===== src/rtl/spi_reg_receiver_pkg.sv =====
// Shared definitions for the SPI register receiver: frame geometry,
// register addresses, FSM state encoding and frame field helpers.
package spi_regs_pkg;

  localparam int FRAME_BITS = 16;
  localparam int CNT_W      = $clog2(FRAME_BITS + 2);

  localparam logic [6:0] ADDR_EN_OUT_LO = 7'd0;
  localparam logic [6:0] ADDR_EN_OUT_HI = 7'd1;
  localparam logic [6:0] ADDR_EN_PWM_LO = 7'd2;
  localparam logic [6:0] ADDR_EN_PWM_HI = 7'd3;
  localparam logic [6:0] ADDR_DUTY      = 7'd4;

  typedef enum logic [1:0] {
    WAIT_IDLE = 2'd0,
    IDLE      = 2'd1,
    SHIFT     = 2'd2,
    COMMIT    = 2'd3
  } state_t;

  function automatic logic frame_is_write(input logic [FRAME_BITS-1:0] f);
    return f[FRAME_BITS-1];
  endfunction

  function automatic logic [6:0] frame_addr(input logic [FRAME_BITS-1:0] f);
    return f[FRAME_BITS-2:FRAME_BITS-8];
  endfunction

  function automatic logic [7:0] frame_data(input logic [FRAME_BITS-1:0] f);
    return f[7:0];
  endfunction

endpackage


===== src/rtl/spi_reg_receiver_if.sv =====
// Raw SPI pin bundle: the host drives it, the receiver samples it.
interface spi_reg_receiver_if;
  logic sclk_in;
  logic copi_in;
  logic ncs_in;

  modport master (output sclk_in, output copi_in, output ncs_in);
  modport slave  (input  sclk_in, input  copi_in, input  ncs_in);
endinterface


===== src/rtl/spi_reg_receiver_sync_edge.sv =====
// Multi-flop synchronizer for one asynchronous pin followed by a history
// flop that yields single-cycle rise/fall pulses in the clk domain.
module spi_sync_edge #(
  parameter int   STAGES    = 2,
  parameter logic RESET_VAL = 1'b0
) (
  input  logic clk,
  input  logic rst,
  input  logic i_pin,
  output logic o_level,
  output logic o_rise,
  output logic o_fall
);

  logic [STAGES-1:0] r_sync;
  logic              r_prev;

  // Synchronizer chain plus one-cycle history for edge detection
  always_ff @(posedge clk) begin
    if (rst) begin
      r_sync <= {STAGES{RESET_VAL}};
      r_prev <= RESET_VAL;
    end else begin
      r_sync <= {r_sync[STAGES-2:0], i_pin};
      r_prev <= r_sync[STAGES-1];
    end
  end

  assign o_level = r_sync[STAGES-1];
  assign o_rise  = r_sync[STAGES-1] & ~r_prev;
  assign o_fall  = ~r_sync[STAGES-1] & r_prev;

endmodule


===== src/rtl/spi_reg_receiver.sv =====
// SPI mode-0 write-only target: commits 16-bit {W, addr[6:0], data[7:0]}
// frames into five control registers when nCS rises after exactly 16 bits.
module spi_reg_receiver
  import spi_regs_pkg::*;
#(
  parameter int         SYNC_STAGES = 2,
  parameter logic [6:0] MAX_ADDR    = 7'h04
) (
  input  logic                clk,
  input  logic                rst,
  spi_reg_receiver_if.slave   spi,
  output logic [7:0]          en_reg_out_7_0,
  output logic [7:0]          en_reg_out_15_8,
  output logic [7:0]          en_reg_pwm_7_0,
  output logic [7:0]          en_reg_pwm_15_8,
  output logic [7:0]          pwm_duty_cycle,
  output logic                wr_strobe,
  output logic                frame_err
);

  localparam logic [CNT_W-1:0] CNT_FULL = CNT_W'(FRAME_BITS);
  localparam logic [CNT_W-1:0] CNT_SAT  = CNT_W'(FRAME_BITS + 1);

  logic w_sclk_rise, w_unused_sclk_level, w_unused_sclk_fall;
  logic w_copi_level, w_unused_copi_rise, w_unused_copi_fall;
  logic w_ncs_level, w_ncs_rise, w_ncs_fall;

  state_t                r_state;
  logic [FRAME_BITS-1:0] r_shift;
  logic [CNT_W-1:0]      r_count;
  logic [7:0]            r_en_out_lo, r_en_out_hi, r_en_pwm_lo, r_en_pwm_hi, r_duty;
  logic                  r_wr_strobe, r_frame_err;

  spi_sync_edge #(.STAGES(SYNC_STAGES), .RESET_VAL(1'b0)) u_sync_sclk (
    .clk(clk), .rst(rst), .i_pin(spi.sclk_in),
    .o_level(w_unused_sclk_level), .o_rise(w_sclk_rise), .o_fall(w_unused_sclk_fall)
  );

  spi_sync_edge #(.STAGES(SYNC_STAGES), .RESET_VAL(1'b0)) u_sync_copi (
    .clk(clk), .rst(rst), .i_pin(spi.copi_in),
    .o_level(w_copi_level), .o_rise(w_unused_copi_rise), .o_fall(w_unused_copi_fall)
  );

  // nCS idles high, so its synchronizer resets to 1 to avoid a false fall
  spi_sync_edge #(.STAGES(SYNC_STAGES), .RESET_VAL(1'b1)) u_sync_ncs (
    .clk(clk), .rst(rst), .i_pin(spi.ncs_in),
    .o_level(w_ncs_level), .o_rise(w_ncs_rise), .o_fall(w_ncs_fall)
  );

  // Frame FSM, shifter, bit counter and register file
  always_ff @(posedge clk) begin
    if (rst) begin
      r_state     <= WAIT_IDLE;
      r_shift     <= '0;
      r_count     <= '0;
      r_en_out_lo <= 8'h00;
      r_en_out_hi <= 8'h00;
      r_en_pwm_lo <= 8'h00;
      r_en_pwm_hi <= 8'h00;
      r_duty      <= 8'h00;
      r_wr_strobe <= 1'b0;
      r_frame_err <= 1'b0;
    end else begin
      r_wr_strobe <= 1'b0;
      r_frame_err <= 1'b0;
      case (r_state)
        WAIT_IDLE: begin
          if (w_ncs_level) r_state <= IDLE;
        end
        IDLE: begin
          if (w_ncs_fall) begin
            r_shift <= '0;
            r_count <= '0;
            r_state <= SHIFT;
          end
        end
        SHIFT: begin
          // nCS rising takes priority over a coincident sclk edge
          if (w_ncs_rise) begin
            r_state <= COMMIT;
          end else if (w_sclk_rise) begin
            r_shift <= {r_shift[FRAME_BITS-2:0], w_copi_level};
            if (r_count != CNT_SAT) r_count <= r_count + CNT_W'(1);
          end
        end
        COMMIT: begin
          r_state <= IDLE;
          if (r_count != CNT_FULL) begin
            r_frame_err <= 1'b1;
          end else if (frame_is_write(r_shift)) begin
            if (frame_addr(r_shift) > MAX_ADDR) begin
              r_frame_err <= 1'b1;
            end else begin
              r_wr_strobe <= 1'b1;
              case (frame_addr(r_shift))
                ADDR_EN_OUT_LO: r_en_out_lo <= frame_data(r_shift);
                ADDR_EN_OUT_HI: r_en_out_hi <= frame_data(r_shift);
                ADDR_EN_PWM_LO: r_en_pwm_lo <= frame_data(r_shift);
                ADDR_EN_PWM_HI: r_en_pwm_hi <= frame_data(r_shift);
                ADDR_DUTY:      r_duty      <= frame_data(r_shift);
                default:        r_wr_strobe <= 1'b0;
              endcase
            end
          end
        end
        default: r_state <= WAIT_IDLE;
      endcase
    end
  end

  assign en_reg_out_7_0  = r_en_out_lo;
  assign en_reg_out_15_8 = r_en_out_hi;
  assign en_reg_pwm_7_0  = r_en_pwm_lo;
  assign en_reg_pwm_15_8 = r_en_pwm_hi;
  assign pwm_duty_cycle  = r_duty;
  assign wr_strobe       = r_wr_strobe;
  assign frame_err       = r_frame_err;

endmodule


===== src/flat_wrapper.sv =====
// flat-port wrapper written by rule: the top's interface ports become plain ports
module spi_reg_receiver_flat import spi_regs_pkg::*;
#(
  parameter int         SYNC_STAGES = 2,
  parameter logic [6:0] MAX_ADDR    = 7'h04
)
  (clk, rst, en_reg_out_7_0, en_reg_out_15_8, en_reg_pwm_7_0, en_reg_pwm_15_8, pwm_duty_cycle, wr_strobe, frame_err, spi_sclk_in, spi_copi_in, spi_ncs_in);
  spi_reg_receiver_if spi_i ();
  input  logic clk;
  input  logic rst;
  output logic [7:0] en_reg_out_7_0;
  output logic [7:0] en_reg_out_15_8;
  output logic [7:0] en_reg_pwm_7_0;
  output logic [7:0] en_reg_pwm_15_8;
  output logic [7:0] pwm_duty_cycle;
  output logic wr_strobe;
  output logic frame_err;
  input wire logic [$bits(spi_i.sclk_in)-1:0] spi_sclk_in;
  input wire logic [$bits(spi_i.copi_in)-1:0] spi_copi_in;
  input wire logic [$bits(spi_i.ncs_in)-1:0] spi_ncs_in;
  assign spi_i.sclk_in = spi_sclk_in;
  assign spi_i.copi_in = spi_copi_in;
  assign spi_i.ncs_in = spi_ncs_in;
  spi_reg_receiver #(.SYNC_STAGES(SYNC_STAGES), .MAX_ADDR(MAX_ADDR)) u_core (.clk(clk), .rst(rst), .spi(spi_i), .en_reg_out_7_0(en_reg_out_7_0), .en_reg_out_15_8(en_reg_out_15_8), .en_reg_pwm_7_0(en_reg_pwm_7_0), .en_reg_pwm_15_8(en_reg_pwm_15_8), .pwm_duty_cycle(pwm_duty_cycle), .wr_strobe(wr_strobe), .frame_err(frame_err));
endmodule

===== config.mk =====
export PLATFORM = sky130hd
export DESIGN_NAME = spi_reg_receiver_flat
export DESIGN_NICKNAME = d
export VERILOG_FILES = /design/src/rtl/spi_reg_receiver_pkg.sv /design/src/rtl/spi_reg_receiver_if.sv /design/src/rtl/spi_reg_receiver_sync_edge.sv /design/src/rtl/spi_reg_receiver.sv /design/src/flat_wrapper.sv
export SDC_FILE = /design/constraint.sdc
export NUM_CORES = 1
export LEC_CHECK = 0
export ABC_AREA = 0
export BUFFER_PORTS_ARGS = -buffer_cell sky130_fd_sc_hd__buf_2
export CAP_MARGIN = 10
export CORE_MARGIN = 2
export CORE_UTILIZATION = 48
export DETAILED_ROUTE_END_ITERATION = 8
export PLACE_DENSITY = 0.7
export SETUP_SLACK_MARGIN = 0.5
export SYNTH_ARGS = -nofsm -noshare
export SYNTH_HDL_FRONTEND = slang
export SYNTH_SLANG_ARGS = --single-unit

===== constraint.sdc =====
create_clock -name clk -period 2.3 [get_ports clk]
set_input_delay 0.115 -clock clk [delete_from_list [all_inputs] [get_ports clk]]
set_output_delay 0.115 -clock clk [all_outputs]
set_load 0.05 [all_outputs]

==> results.sh <==
export IMPL_grt_setup_unrepaired="true"
export IMPL_clkLatencyLatePin_ns=0.34
export IMPL_grt_pass1_vias=1971
export IMPL_setup_viol=0
export IMPL_grt_antenna_before_repair=0
export IMPL_cp_top_family="simple AND/OR/NAND/NOR gates"
export IMPL_drc_errors=0
export IMPL_r2r_cells=4
export IMPL_r2r_end="u_core.en_reg_pwm_15_8[6]$_SDFFE_PP0P_"
export IMPL_netlist_instances=277
export IMPL_crit_arrival_ns=2.02
export IMPL_die_area_um2=6670
export IMPL_post_synth_top_area_cell="dfxtp_1"
export IMPL_cts_root_buf="clkbuf_8"
export IMPL_gp_congestion=0.816
export IMPL_core_um2=5890
export IMPL_drt_iter0_markers=114
export IMPL_relSlewSlack=0.648
export IMPL_drt_total_wl_mm=5.91
export IMPL_hp_class="in -> reg"
export IMPL_portBuffers=46
export IMPL_clkPwrFrac=0.375
export IMPL_path_buf_inv=0
export IMPL_grt_ovfl_total=0
export IMPL_syn_nets=290
export IMPL_startpoint_type="flip-flop"
export IMPL_max_freq_ghz=0.555
export IMPL_die_x_um=81.7
export IMPL_wl_per_cell_um=14.1
export IMPL_fill_cells=500
export IMPL_dp_cells=393
export IMPL_p_seq_frac=0.491
export IMPL_synth_area_um2=2890
export IMPL_skew_ns=0.0138
export IMPL_start_util=0.492
export IMPL_drtAntennaViolNets=0
export IMPL_slowest_stage="or4_4"
export IMPL_drv_slew=0
export IMPL_power_net_switching_uw=727
export IMPL_grt_max_degree=27
export IMPL_firstDrtPassIters=4
export IMPL_ys_ff_latch=73
export IMPL_final_instance_count_excl_fill=419
export IMPL_worst_hold_path_endpoint="u_core.pwm_duty_cycle[2]$_SDFFE_PP0P_"
export IMPL_vdd_ir_drop_max_mv=0.361
export IMPL_fin_crit_ns=1.80
export IMPL_io_pins=47
export IMPL_nets=352
export IMPL_cts_sinks=73
export IMPL_cts_htree_levels=3
export IMPL_crit_path_max_incr_delay_ns=0.64
export IMPL_p_comb_frac=0.135
export IMPL_tns_ns=0
export IMPL_grt_util_all_layers=0.182
export IMPL_synth_distinct_cells=39
export IMPL_rr_startpoint="u_core.r_shift[14]$_SDFFE_PP0P_"
export IMPL_power_density_nw_per_um2=747
export IMPL_numCtsBuffers=9
export IMPL_num_rows=28
export IMPL_clkTransAtPathRegs_ns=0.09
export IMPL_die_h_um=81.7
export IMPL_yosysTopAreaCellShare=0.505
export IMPL_intPower_uw=1950
export IMPL_post_route_period_util=0.783
export IMPL_tightest_slew_ns=0.528
export IMPL_cts_tree="built"
export IMPL_end_kind="flip-flop"
export IMPL_worstSetupPathType="reg -> reg"
export IMPL_hold_violations=0
export IMPL_yosysSeqAreaShare=0.505
export IMPL_hold_start="rst"
export IMPL_cts_buffer_depth=2
export IMPL_num_vias=2205
export IMPL_min_path_cells=2
export IMPL_path_cells="nor4_4 -> nand2_2 -> or4_4 -> mux2i_1"
export IMPL_critPathMaxFanout=8
export IMPL_syn2layout_area_growth_pct=23.8
export IMPL_p_sw_frac=0.272
export IMPL_diodes=0
export IMPL_cap_viol_max_count=0
export IMPL_leakagePower_uw=0.00166
export IMPL_layout_drive_gt1_share=0.288
export IMPL_timing_reg2reg_setup_slack_ns=0.50
export IMPL_synthTopCellsByArea="dfxtp_1 (50%), mux2i_1 (14%), nand2b_1 (7.6%), ha_1 (3.5%), nor2_1 (2.5%)"
export IMPL_yosysWarnings=0
export IMPL_grt_pass1_wl_mm=9.33
export IMPL_status="complete, no violations"
export IMPL_vias_per_cell=5.26
export IMPL_dp_hpwl_mm=3.93
export IMPL_synth_avg_cell_area_um2=10.4
export IMPL_crit_required_ns=2.52
-- final cells by class --
type / instances / area (µm²) / share of cell area
clock inverter: 7 / 78.8 / 0.0220
inverter: 6 / 25.0 / 0.00699
clock buffer: 9 / 124 / 0.0346
tap: 75 / 93.8 / 0.0262
sequential: 73 / 1470 / 0.410
multi-input combinational: 187 / 1430 / 0.400
timing repair buffer: 62 / 358 / 0.0999
-- Yosys cell counts (all sizes together) --
master	count
and4b	3
nor4	1
a21o	2
nand4	2
nand3b	1
or4	2
o21a	1
nand4bb	1
nor2	19
a211o	3
clkbuf	7
and4bb	1
o21ai	4
nor2b	6
ha	8
buf	4
or2	4
dfxtp	73
nor3	4
a211oi	3
a21oi	5
and2	1
nand3	5
a311oi	2
and3b	1
o32ai	1
nor3b	2
nor4bb	1
a22o	8
nand2b	35
a32oi	1
inv	6
nor4b	1
nand2	10
o31ai	1
mux2i	40
o22ai	8
-- placed cells by master, fill, tap and decap left out, drive strengths merged, types with 4 or more instances in the layout --
cell type,netlist,layout
or2,4,4
nand2b,35,35
o22ai,8,8
dfxtp,73,73
ha,8,8
nor3,4,4
inv,6,8
clkinv,0,4
nand2,10,10
o21ai,4,4
nand3,5,5
clkbuf,7,9
nor2b,6,6
nor2,19,19
a21oi,5,5
mux2i,40,40
buf,4,59
a22o,8,8
-- metal layers --
metal  vias to the layer above  share of wire  GRT usage
met3                         7          0.036     0.0527
li1                       1099              -          -
met5                         -              0          0
met1                      1056           0.50      0.263
met2                        43           0.45      0.255
met4                         0          0.012     0.0717
-- metrics by stage --
step	hold slack [ns]	utilization	power, µW	instance area, µm²	worst slack [ns]
finish	0.204	0.609	2680	3580	0.498
global route	0.208	0.609	2820	3580	0.385
CTS	0.187	0.592	2690	3490	0.484
detailed placement	0.306	0.548	1680	3220	0.207
global placement	0.302	0.548	1670	3220	0.241
floorplan	0.219	-	1590	2900	0.522
-- cell families after synthesis --
logic type | after synthesis | synth area share
AO/OA/AOI/OAI | 39 | 0.0964
flip-flops | 73 | 0.505
adder cells (fa/ha/maj) | 8 | 0.0346
buffers and inverters | 17 | 0.0233
AND/OR/NAND/NOR | 100 | 0.202
multiplexers | 40 | 0.138
-- power by group through the flow --
stage          clock network, µW  registers (µW)  logic, µW
6_report                    1000            1310        361
5_1_grt                     1090            1320        406
4_1_cts                     1030            1310        350
3_5_place_dp                   0            1340        335
3_3_place_gp                   0            1340        332
2_1_floorplan                  0            1340        246
-- flip-flops by register name (all words and copies together) (netlist names) --
name,count
u_core.r_shift,16
u_core.pwm_duty_cycle,8
u_core.en_reg_out_7_0,8
u_core.r_count,5
u_core.r_state,2
u_core.u_sync_sclk.r_prev,1
u_core.u_sync_sclk.r_sync,2
u_core.en_reg_out_15_8,8
u_core.u_sync_ncs.r_sync,2
u_core.wr_strobe,1
u_core.en_reg_pwm_15_8,8
u_core.u_sync_copi.r_sync,2
u_core.u_sync_ncs.r_prev,1
u_core.en_reg_pwm_7_0,8
u_core.frame_err,1
-- worst max path at each step --
stage                                                from                                      to  slack, ns  depth (start not counted)
final                     u_core.r_shift[14]$_SDFFE_PP0P_  u_core.en_reg_pwm_15_8[6]$_SDFFE_PP0P_       0.50                          4
after global routing       u_core.r_state[0]$_SDFFE_PP0P_         u_core.r_shift[11]$_SDFFE_PP0P_       0.39                          6
after CTS                 u_core.r_shift[11]$_SDFFE_PP0P_   u_core.en_reg_out_7_0[0]$_SDFFE_PP0P_       0.48                          4
after detailed placement   u_core.r_count[0]$_SDFFE_PP0P_   u_core.en_reg_out_7_0[5]$_SDFFE_PP0P_       0.21                          6
after global placement     u_core.r_count[0]$_SDFFE_PP0P_   u_core.en_reg_out_7_0[3]$_SDFFE_PP0P_       0.24                          6
after floorplan            u_core.r_count[0]$_SDFFE_PP0P_  u_core.en_reg_pwm_15_8[0]$_SDFFE_PP0P_       0.52                          7
-- worst register-to-register path, stage by stage (launching register included) --
cell     delay [ns]
dfxtp_2        0.35
nor4_4         0.42
nand2_2        0.13
or4_4          0.64
mux2i_1        0.16
-- what timing repair did --
action                                  in CTS  in global routing
resized for setup                           10                 13
hold buffers                                 3                  0
endpoints found under the setup margin      43                 44
pin swaps                                    3                  6
setup buffers                                0                  7
endpoints found under the hold margin        3                  0
No activity file was read; power rests on OpenSTA's default activity.
